$ cat src/rtl/floo_link_fifo.sv
// Elastic link FIFO between adjacent tile routers on one FlooNoC channel, with occupancy and
// high-watermark reporting. Define FLOO_LINK_FIFO_PERF_EN to add the stall_cnt_o backpressure counter.
module floo_link_fifo #(
    parameter int unsigned DataWidth = 64,
    parameter int unsigned Depth     = 4,
    parameter int unsigned CntWidth  = $clog2(Depth + 1)
) (
    input  logic                 clk_i,
    input  logic                 rst_i,
    input  logic                 flush_i,
    input  logic                 hwm_clr_i,
    input  logic                 valid_i,
    output logic                 ready_o,
    input  logic [DataWidth-1:0] data_i,
    output logic                 valid_o,
    input  logic                 ready_i,
    output logic [DataWidth-1:0] data_o,
    output logic [CntWidth-1:0]  usage_o,
`ifdef FLOO_LINK_FIFO_PERF_EN
    output logic [31:0]          stall_cnt_o,
`endif
    output logic [CntWidth-1:0]  hwm_o
);

    localparam int unsigned PtrWidth = (Depth > 1) ? $clog2(Depth) : 1;
    localparam logic [PtrWidth-1:0] LastPtr  = PtrWidth'(Depth - 1);
    localparam logic [CntWidth-1:0] DepthCnt = CntWidth'(Depth);

    logic [DataWidth-1:0] mem_q [Depth];
    logic [PtrWidth-1:0]  wr_ptr_q, wr_ptr_d;
    logic [PtrWidth-1:0]  rd_ptr_q, rd_ptr_d;
    logic [CntWidth-1:0]  count_q, count_d;
    logic [CntWidth-1:0]  hwm_q, hwm_d;
    logic                 push, pop;

    function automatic logic [PtrWidth-1:0] next_ptr(input logic [PtrWidth-1:0] p);
        return (p == LastPtr) ? '0 : p + PtrWidth'(1);
    endfunction

    // Handshake: a transfer happens on a side when valid and ready are both high at the
    // rising edge; ready_o depends only on occupancy and flush, never on ready_i.
    assign ready_o = (count_q != DepthCnt) & ~flush_i;
    assign valid_o = (count_q != '0);
    assign push    = valid_i & ready_o;
    assign pop     = valid_o & ready_i;

    // Gated head read keeps data_o at zero whenever nothing valid is presented.
    assign data_o  = valid_o ? mem_q[rd_ptr_q] : '0;
    assign usage_o = count_q;
    assign hwm_o   = hwm_q;

    always_comb begin
        wr_ptr_d = wr_ptr_q;
        rd_ptr_d = rd_ptr_q;
        count_d  = count_q;
        if (push) wr_ptr_d = next_ptr(wr_ptr_q);
        if (pop)  rd_ptr_d = next_ptr(rd_ptr_q);
        case ({push, pop})
            2'b10:   count_d = count_q + CntWidth'(1);
            2'b01:   count_d = count_q - CntWidth'(1);
            default: count_d = count_q;
        endcase
        if (flush_i) begin
            wr_ptr_d = '0;
            rd_ptr_d = '0;
            count_d  = '0;
        end
        // Clearing loads the post-edge count so a level reached in this very cycle is kept.
        if (hwm_clr_i) begin
            hwm_d = count_d;
        end else if (count_d > hwm_q) begin
            hwm_d = count_d;
        end else begin
            hwm_d = hwm_q;
        end
    end

    always_ff @(posedge clk_i) begin
        if (rst_i) begin
            wr_ptr_q <= '0;
            rd_ptr_q <= '0;
            count_q  <= '0;
            hwm_q    <= '0;
        end else begin
            wr_ptr_q <= wr_ptr_d;
            rd_ptr_q <= rd_ptr_d;
            count_q  <= count_d;
            hwm_q    <= hwm_d;
        end
    end

    always_ff @(posedge clk_i) begin
        if (push) mem_q[wr_ptr_q] <= data_i;
    end

`ifdef FLOO_LINK_FIFO_PERF_EN
    logic [31:0] stall_cnt_q, stall_cnt_d;

    always_comb begin
        stall_cnt_d = stall_cnt_q;
        if (hwm_clr_i) begin
            stall_cnt_d = '0;
        end else if (valid_o && !ready_i && (stall_cnt_q != 32'hFFFF_FFFF)) begin
            stall_cnt_d = stall_cnt_q + 32'd1;
        end
    end

    always_ff @(posedge clk_i) begin
        if (rst_i) stall_cnt_q <= '0;
        else       stall_cnt_q <= stall_cnt_d;
    end

    assign stall_cnt_o = stall_cnt_q;
`endif

`ifndef SYNTHESIS
    logic                 hold_chk_q;
    logic [DataWidth-1:0] data_prev_q;

    // A stalled head must not change unless a flush or reset intervenes.
    always_ff @(posedge clk_i) begin
        hold_chk_q  <= ~rst_i & valid_o & ~ready_i & ~flush_i;
        data_prev_q <= data_o;
        if (hold_chk_q && !rst_i) begin
            assert (data_o == data_prev_q) else $error("data_o changed while stalled");
        end
        assert (count_q <= DepthCnt) else $error("entry count above Depth");
    end
`endif

endmodule

$ cat config.mk
export PLATFORM = sky130hd
export DESIGN_NAME = floo_link_fifo
export DESIGN_NICKNAME = d
export VERILOG_FILES = /design/src/rtl/floo_link_fifo.sv
export SDC_FILE = /design/constraint.sdc
export NUM_CORES = 1
export LEC_CHECK = 0
export ABC_CLOCK_PERIOD_IN_PS = 3200
export CORE_MARGIN = 2
export CORE_UTILIZATION = 29
export CTS_BUF_LIST = sky130_fd_sc_hd__clkbuf_4
export CTS_CLUSTER_SIZE = 24
export DETAILED_ROUTE_END_ITERATION = 6
export PLACE_DENSITY_LB_ADDON = 0.12
export SYNTH_ARGS = -nofsm -noshare
export SYNTH_HDL_FRONTEND = slang
export SYNTH_SLANG_ARGS = --single-unit
export TNS_END_PERCENT = 30
$ cat constraint.sdc
create_clock -name clk_i -period 3.2 [get_ports clk_i]
set_clock_uncertainty 0.05 [all_clocks]
set_input_delay 0.32 -clock clk_i [delete_from_list [all_inputs] [get_ports clk_i]]
set_output_delay 0.32 -clock clk_i [all_outputs]
set_load 0.005 [all_outputs]
==> metrics.md, run 1 <==
| Metric | Value |
|---|---|
| First-pass GRT wire length | 35.0 mm |
| Post-DP HPWL | 12.5 mm |
| Unrepaired setup endpoints after global routing | true |
| Worst path required time | 3.68 ns |
| HP Class | in2reg |
| Total negative slack | 0 ns |
| Max VDD drop | 221 uV |
| Tmin final | 3.15 ns |
| DR pass1 iterations | 4 |
| Final hold slack | 0.247 ns |
| Mean Syn Cell Area | 21.6 um^2 |
| Logic pwr share | 5.3% |
| CTS sink count | 268 |
| Net switching power | 1.49 mW |
| Cells after Synth | 483 |
| Slew headroom | 51.6% |
| Power share of the sequential group | 53.8% |
| Total GRT Usage | 12.4% |
| Total CTS buffers | 75 |
| Critical path peak fanout | 3 |
| Synth-to-Final Area Change | 29.3% |
| Initial antenna violation count | 2 |
| # IOs | 142 |
| Area taken by multi-input logic gates | 2350 um^2 |
| Initial Utilization | 29.4% |
| Drt drc | 0 |
| Post-synthesis cell area | 10400 um^2 |
| Share of cells above drive strength 1 | 29.3% |
| Initial DRC count | 257 |
| Most frequent cells in the layout | edfxtp_1 (256), clkdlybuf4s50_1 (141), clkbuf_4 (111) |
| Max Freq | 317 MHz |
| Internal Power | 5.76 mW |
| DR vias | 5362 |
| Largest net degree at the start of global routing | 67 |
| Rows | 69 |
| Worst-Margin Slew | 0.727 ns |
| Share of the synthesized area in the top cell type | 73.7% |
| CTS max path bufs | 3 |
| Top post-synthesis cells by area | edfxtp_1 (74%), mux4_2 (13%), and2_1 (4.1%), dfxtp_1 (2.3%), buf_12 (1.2%) |
| Commonest non-fill, non-tap cell in the layout | edfxtp_1 |
| Flops & latches, synth | 268 |
| Gpl congestion | 0.671 |
| Syn nets | 563 |
| PD cells | 538 nW/um^2 |
| CP Capture Type | flop |
| Total Nets Final | 781 |
| Final Hold Viols | 0 |
| IO buf count | 141 |
| Setup crit start kind | flop |
| CTS clock-pin slew for the worst setup and hold paths | 0.06 ns |
| Outcome | finished clean |
| Overall power | 7.25 mW |
| Slew Limit Fails | 0 |
| Post-Route WL | 22.7 mm |
| Average wire per standard cell | 18.8 um |
| Post-detailed-route count of antenna-violating nets | 0 |
| Register area | 7940 um^2 |
| Overflow after GRT | 0 |
| Max-Cap Viols | 0 |
| Synth warnings | 0 |
| Leakage Power | 4.36 nW |
| Period utilization | 98.5% |
| Worst EP arrival | 3.63 ns |
| # fillers | 3313 |
| Vias in the first global route | 6120 |
| Final setup vio count | 0 |
| Chip height | 194 um |
| Worst-Skew Late Latency | 0.65 ns |
| Die ar. | 37500 um^2 |
| Core box area | 35500 um^2 |
| Clk pwr share | 40.8% |
| Post-CTS Hold Buffers | 0 |
| Vias/cell | 4.43 |
| Synth cell types | 32 |
| H-tree depth | 3 |
| Synth area leader | edfxtp_1 |
| CTS tree | done |
| Chip width | 194 um |
| CTS Root Cell | clkbuf_4 |
| Switch share | 20.5% |
| Critical path class | reg2reg |
| Register area share after synthesis | 76.0% |
==> flip-flops by register name (all words and copies together), names as in the netlist, named ones only <==
register and flops:
wr_ptr_q 2, hwm_o 3, rd_ptr_q 2, usage_o 3, mem_q 256
==> through the flow <==
stage / utilization, % / area (um^2) / setup slack, ns / std cells
4_1_cts: 37.7 / 13400 / 0.0151 / 1207
2_1_floorplan: - / 10400 / 0.00552 / 483
3_5_place_dp: 35.1 / 12500 / -0.367 / 1081
3_3_place_gp: 35.1 / 12500 / -0.251 / 1081
6_report: 38.0 / 13500 / 0.0464 / 1210
5_1_grt: 38.0 / 13500 / -0.0541 / 1210
==> cells in the mapped netlist (all sizes together) <==
cell type    n
edfxtp     256
and2        68
mux4        64
buf         14
dfxtp       12
ha           9
nor2         9
clkbuf       8
inv          7
a21oi        6
nand2        4
mux2i        3
nand3        3
or2          3
or3          3
o21ai        2
xnor2        2
a211o        1
a211oi       1
a21o         1
fa           1
nor2b        1
nor3         1
nor4         1
o41ai        1
or4          1
xor2         1
==> critical path: stages, from the launching register on <==
cell and delay [ns]:
dfxtp_2 0.32, or3_4 0.40, nand2_4 0.07, inv_1 0.06, ha_4 0.17, fa_2 0.37, xnor2_2 0.15, nor2_2 0.15
xnor2_2 0.14, nor2_1 0.08, ha_2 0.20, or4_4 0.53, a211o_1 0.31, o41ai_1 0.06
==> path summary, 6_finish.rpt <==
| check | startpoint | slack (ns) | endpoint | cells past startpoint |
|---|---|---|---|---|
| setup reg to reg | usage_o[0] | 0.05 | hwm_o[2] | 13 |
| hold / removal | data_i[51] | 0.25 | mem_q[1][51] | 1 |
| hold reg to reg | rd_ptr_q[1] | 0.41 | flop | 2 |
| setup / recovery | usage_o[0] | 0.05 | hwm_o[2] | 13 |
==> final cells by class <==
class | instances | area share, %
flip-flops and latches | 268 | 58.9
multi-input cells | 186 | 17.5
repair buffers | 163 | 12.4
clock buffers | 111 | 6.18
well taps | 461 | 4.28
clock inverters | 13 | 0.566
inverters | 7 | 0.195
diodes | 1 | 0.0186
==> power groups by stage <==
stage | clock (mW) | combinational, mW | sequential, mW
after floorplan | 0 | 0.138 | 3.98
after global placement | 0 | 0.371 | 3.98
after detailed placement | 0 | 0.382 | 3.98
after CTS | 3.13 | 0.388 | 3.90
after global routing | 3.30 | 0.422 | 3.91
final | 2.96 | 0.386 | 3.90
==> cell families (layout without fill, tap and decap cells) <==
logic type | Yosys count | after routing | share of synthesized area (%)
AOI/OAI and AO/OA | 12 | 12 | 0.744
xor gates and xnor gates | 3 | 3 | 0.252
adders and majority gates | 10 | 10 | 1.27
buffers and inverters | 29 | 294 | 2.15
DFF | 268 | 268 | 76.0
muxes | 67 | 67 | 14.3
other | 0 | 1 | 0
and+or+nand+nor | 94 | 94 | 5.29
==> metal layers <==
metal,wire length (um),global-route usage (%)
met1,8930,13.9
met2,12000,21.6
met3,1300,3.97
met4,478,5.34
met5,13,0
==> timing repair <==
action | 4_1_cts | 5_1_grt
endpoints found under the setup margin | 3 | 3
hold endpoints to repair | 0 | 0
buffers inserted | 2 | 2
gates cloned | 0 | 0
pin swaps | 3 | 13
gates resized for setup | 2 | 16
No activity file was read; power rests on OpenSTA's default activity.
==> inputs of run 2 (changes only) <==
SKIP_LAST_GASP = 1   (was unset)
==> metrics.md, run 2 (synthesized netlist as in run 1, its figures left out) <==
| Metric | Value |
|---|---|
| RR Startpoint | usage_o[0] (unchanged) |
| Average wire per standard cell | 18.8 um (about the same) |
| Hold path endpoint | mem_q[1][51] (unchanged) |
| Rows | 69 (unchanged) |
| Hold depth | 1 (unchanged) |
| Post-CTS Hold Buffers | 0 (unchanged) |
| Slew headroom | 51.0% (was 51.6%) |
| Gpl congestion | 0.671 (unchanged) |
| Final instance area | 13500 um^2 (about the same) |
| Critical path peak fanout | 3 (unchanged) |
| PD cells | 538 nW/um^2 (about the same) |
| Final Hold Viols | 0 (unchanged) |
| Worst-Skew Late Latency | 0.65 ns (about the same) |
| CTS tree | done (unchanged) |
| Synth-to-Final Area Change | 29.2% (was 29.3%) |
| # IOs | 142 (unchanged) |
| Max-Cap Viols | 0 (unchanged) |
| GRT Max-Usage Layer | met2 (unchanged) |
| Worst EP arrival | 3.64 ns (was 3.63 ns) |
| Post-detailed-route count of antenna-violating nets | 0 (unchanged) |
| Placed Area | 12500 um^2 (unchanged) |
| Reg2reg setup slack | 0.05 ns (about the same) |
| Unrepaired setup endpoints after global routing | true (unchanged) |
| Post-DP HPWL | 12.5 mm (unchanged) |
| Total Nets Final | 781 (unchanged) |
| FF-to-FF End | hwm_o[2] (unchanged) |
| DR vias | 5397 (was 5362) |
| Worst R2R Path Depth | 12 (was 13) |
| First-pass GRT wire length | 35.0 mm (unchanged) |
| HP Class | in2reg (unchanged) |
| IO buf count | 141 (unchanged) |
| Share of cells above drive strength 1 | 29.1% (was 29.3%) |
| Setup crit start kind | flop (unchanged) |
| Largest register FFs | 256 (unchanged) |
| Placed cells | 1081 (unchanged) |
| H-tree depth | 3 (unchanged) |
| CP Capture Type | flop (unchanged) |
| GR met1 Demand/Resource | 13.9% (unchanged) |
| Chip height | 194 um (unchanged) |
| Initial antenna violation count | 2 (unchanged) |
| Outcome | finished clean (unchanged) |
| CTS clock-pin slew for the worst setup and hold paths | 0.06 ns (about the same) |
| Finished Layout Cells | 1210 (unchanged) |
| DR pass1 iterations | 4 (unchanged) |
| Worst-Margin Slew | 0.734 ns (was 0.727 ns) |
| Total GRT Usage | 12.4% (unchanged) |
| Drt drc | 0 (unchanged) |
| Tmin final | 3.15 ns (about the same) |
| Die ar. | 37500 um^2 (unchanged) |
| CTS sink count | 268 (unchanged) |
| Hold Crit Start | data_i[51] (unchanged) |
| Critical path class | reg2reg (unchanged) |
| M3 GR Usage | 3.97% (unchanged) |
| CTS Root Cell | clkbuf_4 (unchanged) |
| Met2 Use GR | 21.6% (unchanged) |
| Commonest non-fill, non-tap cell in the layout | edfxtp_1 (unchanged) |
| Area taken by multi-input logic gates | 2350 um^2 (about the same) |
| Final setup vio count | 0 (unchanged) |
| Max VDD drop | 222 uV (was 221 uV) |
| Initial Utilization | 29.4% (unchanged) |
| Most frequent cells in the layout | edfxtp_1 (256), clkdlybuf4s50_1 (141), clkbuf_4 (111) (unchanged) |
| Largest Register | mem_q (unchanged) |
| CTS max path bufs | 3 (unchanged) |
| Vias in the first global route | 6120 (unchanged) |
| Core box area | 35500 um^2 (unchanged) |
| Slew Limit Fails | 0 (unchanged) |
| Chip width | 194 um (unchanged) |
| Leakage Power | 4.35 nW (was 4.36 nW) |
| # fillers | 3315 (was 3313) |
| Post-Route WL | 22.7 mm (about the same) |
| Overflow after GRT | 0 (unchanged) |
| Largest net degree at the start of global routing | 67 (unchanged) |
| Register area | 7940 um^2 (unchanged) |
| Worst path required time | 3.68 ns (about the same) |
| Period utilization | 98.5% (about the same) |
| Total CTS buffers | 75 (unchanged) |
| Max Freq | 317 MHz (about the same) |
| Vias/cell | 4.46 (was 4.43) |
| Initial DRC count | 252 (was 257) |
-- run 2: cell counts in the layout (fill, tap and decap cells not counted) --
Identical to the previous run, type by type.
-- run 2: metal layers --
metal	vias to the layer above	share of wire, %
met3	40	5.8
met5	-	0.048
met1	2773	39
li1	2426	-
met2	156	53
met4	2	2.0
-- run 2: how the worst max path moves through the flow --
stage | start | to | slack [ns] | cells after the start
after detailed placement | valid_i | hwm_o[2] | -0.37 | 15
final | usage_o[0] | hwm_o[2] | 0.05 | 12
after floorplan | usage_o[0] | hwm_o[2] | 0.006 | 14
after CTS | usage_o[0] | hwm_o[2] | 0.02 | 15
after global routing | usage_o[1] | hwm_o[2] | -0.07 | 14
after global placement | valid_i | hwm_o[2] | -0.25 | 15
-- run 2: report_power, final --
| group | switching, mW | total (mW) | leakage [nW] | internal [mW] |
|---|---|---|---|---|
| clock | 1.32 | 2.96 | 0.546 | 1.65 |
| combinational | 0.164 | 0.386 | 1.38 | 0.222 |
| sequential | 0.0114 | 3.90 | 2.43 | 3.89 |
| total | 1.49 | 7.25 | 4.35 | 5.76 |
-- run 2: through the flow --
stage	power (mW)	hold slack [ns]	setup slack [ns]	setup TNS, ns	util [%]
floorplan	4.12	0.339	0.00552	0	-
global placement	4.35	0.438	-0.251	-0.445	35.1
detailed placement	4.36	0.453	-0.367	-0.842	35.1
CTS	7.42	0.139	0.0151	0	37.7
global route	7.63	0.189	-0.0726	-0.0941	38.0
finish	7.25	0.244	0.0480	0	38.0
-- run 2: what timing repair did --
item	in CTS	in global routing
buffers inserted	2	2
hold endpoints to repair	0	0
resized for setup	2	14
pin swaps	3	13
endpoints found under the setup margin	3	3
-- run 2: final cells by class --
cell class | instances | share of cell area [%]
Clock buffer | 111 | 6.19
Inverter | 7 | 0.195
Timing Repair Buffer | 163 | 12.4
Sequential cell | 268 | 58.9
Clock inverter | 13 | 0.567
Tap cell | 461 | 4.28
Multi-Input combinational cell | 186 | 17.4
Antenna cell | 1 | 0.0186
-- run 2: worst max-delay path: stages, from the launching register on --
cell	delay (ns)
dfxtp_2	0.32
or3_4	0.39
nand2_2	0.08
inv_1	0.07
ha_4	0.17
fa_2	0.44
mux2i_2	0.21
nor2_2	0.08
ha_1	0.33
nor2b_4	0.14
or4_4	0.44
a211o_1	0.31
o41ai_1	0.06
==> inputs of run 3 (changes only) <==
ABC_CLOCK_PERIOD_IN_PS = 3500   (was 3200)
clock period = 3.5 ns   (was 3.2 ns; I/O delays follow)
==> metrics.md, run 3 (synthesized netlist as in run 1, its figures left out) <==
| Metric | Value |
|---|---|
| Average wire per standard cell | 19.4 um (was 18.8 um) |
| Worst path slowest cell | or3_4 (was fa_2) |
| Reg2reg setup slack | 0.19 ns (was 0.05 ns) |
| Worst EP arrival | 3.82 ns (was 3.64 ns) |
| Post-CTS sizing | 0 (was 2) |
| Drt drc | 0 (unchanged) |
| Slowest cell delay on critical path | 0.41 ns (was 0.44 ns) |
| Vias in the first global route | 6278 (was 6120) |
| WP buf/inv | 1 (unchanged) |
| RR Startpoint | usage_o[0] (unchanged) |
| Leakage Power | 4.38 nW (was 4.35 nW) |
| Outcome | finished clean (unchanged) |
| Worst R2R Path Depth | 14 (was 12) |
| Largest Register | mem_q (unchanged) |
| Total GRT Usage | 12.9% (was 12.4%) |
| Core box area | 35500 um^2 (unchanged) |
| Worst path required time | 4.01 ns (was 3.68 ns) |
| CTS max path bufs | 3 (unchanged) |
| Initial antenna violation count | 3 (was 2) |
| Critical path class | reg2reg (unchanged) |
| Period utilization | 94.5% (was 98.5%) |
| Post-CTS Hold Buffers | 0 (unchanged) |
| # fillers | 3310 (was 3315) |
| Critical path peak fanout | 5 (was 3) |
| Synth-to-Final Area Change | 29.2% (about the same) |
| Setup crit start kind | flop (unchanged) |
| Total CTS buffers | 77 (was 75) |
| Crit-path cells | or3_4 -> nand2_4 -> inv_1 -> ha_1 -> fa_1 -> xnor2_1 -> nor2_1 -> xnor2_1 -> nor2_1 -> ha_1 -> or2_2 -> a21o_1 -> a211o_1 -> o41ai_1 (was or3_4 -> nand2_2 -> inv_1 -> ha_4 -> fa_2 -> mux2i_2 -> nor2_2 -> ha_1 -> nor2b_4 -> or4_4 -> a211o_1 -> o41ai_1) |
| Max-Cap Viols | 0 (unchanged) |
| CP delay by family, top | simple AND/OR/NAND/NOR gates (unchanged) |
| Largest register FFs | 256 (unchanged) |
| Max VDD drop | 265 uV (was 222 uV) |
| Overflow after GRT | 0 (unchanged) |
| H-tree depth | 3 (unchanged) |
| Slew headroom | 50.7% (was 51.0%) |
| Max Freq | 302 MHz (was 317 MHz) |
| Post-DP HPWL | 13.8 mm (was 12.5 mm) |
| Slew Limit Fails | 0 (unchanged) |
| Commonest non-fill, non-tap cell in the layout | edfxtp_1 (unchanged) |
| Final WS setup | 0.191 ns (was 0.0480 ns) |
| Total Nets Final | 781 (unchanged) |
| CTS tree | done (unchanged) |
| Post-Route WL | 23.7 mm (was 22.7 mm) |
| CTS Root Cell | clkbuf_4 (unchanged) |
| First-pass GRT wire length | 36.2 mm (was 35.0 mm) |
| Share of cells above drive strength 1 | 28.9% (was 29.1%) |
| IO buf count | 141 (unchanged) |
| Hold depth | 1 (unchanged) |
| Worst-Margin Slew | 0.739 ns (was 0.734 ns) |
| Hold path endpoint | mem_q[1][43] (was mem_q[1][51]) |
| Chip width | 194 um (unchanged) |
| Tmin final | 3.31 ns (was 3.15 ns) |
| CTS clock-pin slew for the worst setup and hold paths | 0.06 ns (about the same) |
| Pre-CTS setup slack | -0.0836 ns (was -0.367 ns) |
| Initial DRC count | 270 (was 252) |
| Chip height | 194 um (unchanged) |
| CP Capture Type | flop (unchanged) |
| Worst-Skew Late Latency | 0.67 ns (was 0.65 ns) |
| Post-detailed-route count of antenna-violating nets | 0 (unchanged) |
| Final instance area | 13500 um^2 (about the same) |
| Gpl congestion | 0.715 (was 0.671) |
| FF-to-FF End | hwm_o[2] (unchanged) |
| HP Class | in2reg (unchanged) |
| Initial Utilization | 29.4% (unchanged) |
| CTS sink count | 268 (unchanged) |
| Most frequent cells in the layout | edfxtp_1 (256), clkdlybuf4s50_1 (141), clkbuf_4 (121) (was edfxtp_1 (256), clkdlybuf4s50_1 (141), clkbuf_4 (111)) |
| DR vias | 5475 (was 5397) |
| Largest net degree at the start of global routing | 67 (unchanged) |
| Post CTS Setup Buffer Count | 0 (was 2) |
| Die ar. | 37500 um^2 (unchanged) |
| Overall power | 6.76 mW (was 7.25 mW) |
| DR pass1 iterations | 4 (unchanged) |
| PD cells | 502 nW/um^2 (was 538 nW/um^2) |
| # IOs | 142 (unchanged) |
| Placed Area | 12500 um^2 (about the same) |
| Hold Crit Start | data_i[43] (was data_i[51]) |
| Final Hold Viols | 0 (unchanged) |
| Rows | 69 (unchanged) |
| Final setup vio count | 0 (unchanged) |
| Final hold slack | 0.222 ns (was 0.244 ns) |
| Vias/cell | 4.48 (was 4.46) |
run 3: cell count changes in the layout (fill, tap and decap cells not counted), sizes merged:
| cell | delta |
|---|---|
| buf | -2 |
| inv | +2 |
| bufinv | -1 |
| clkinv | +1 |
| clkbuf | +10 |
| clkinvlp | +1 |
run 3: final cells by class:
| cell class | instances | area, um^2 | area share, % |
|---|---|---|---|
| flip-flops and latches | 268 | 7940 | 58.9 |
| multi-input cells | 186 | 2300 | 17.1 |
| repair buffers | 161 | 1650 | 12.2 |
| clock buffers | 121 | 908 | 6.75 |
| well taps | 461 | 577 | 4.28 |
| clock inverters | 16 | 65.1 | 0.483 |
| inverters | 7 | 26.3 | 0.195 |
| diodes | 1 | 2.50 | 0.0186 |
run 3: how the worst max path moves through the flow:
stage,start,end,slack (ns),depth (start not counted)
finish,usage_o[0],hwm_o[2],0.19,14
global route,usage_o[0],hwm_o[2],-0.0008,14
CTS,usage_o[0],hwm_o[2],0.03,14
detailed placement,valid_i,hwm_o[2],-0.08,15
global placement,valid_i,hwm_o[2],0.01,15
floorplan,usage_o[0],hwm_o[2],0.22,14
run 3: where the power goes:
group          total [mW]  leakage (nW)  internal [mW]  switching [mW]
Combinational       0.342          1.37          0.195           0.146
Sequential           3.57          2.43           3.56          0.0139
Clock                2.85         0.588           1.56            1.29
run 3: per-stage QoR:
step | cells | setup TNS, ns | util [%]
finish | 1221 | 0 | 38.0
global route | 1221 | -0.000781 | 38.0
CTS | 1220 | 0 | 37.9
detailed placement | 1083 | -0.0836 | 35.2
global placement | 1083 | 0 | 35.2
floorplan | 483 | 0 | -
run 3: routing by layer:
| layer | part of all wire [%] | GRT usage [%] |
|---|---|---|
| met1 | 39 | 13.8 |
| met2 | 53 | 23.0 |
| met3 | 6.5 | 4.61 |
| met4 | 2.0 | 5.74 |
| met5 | 0.14 | 0 |
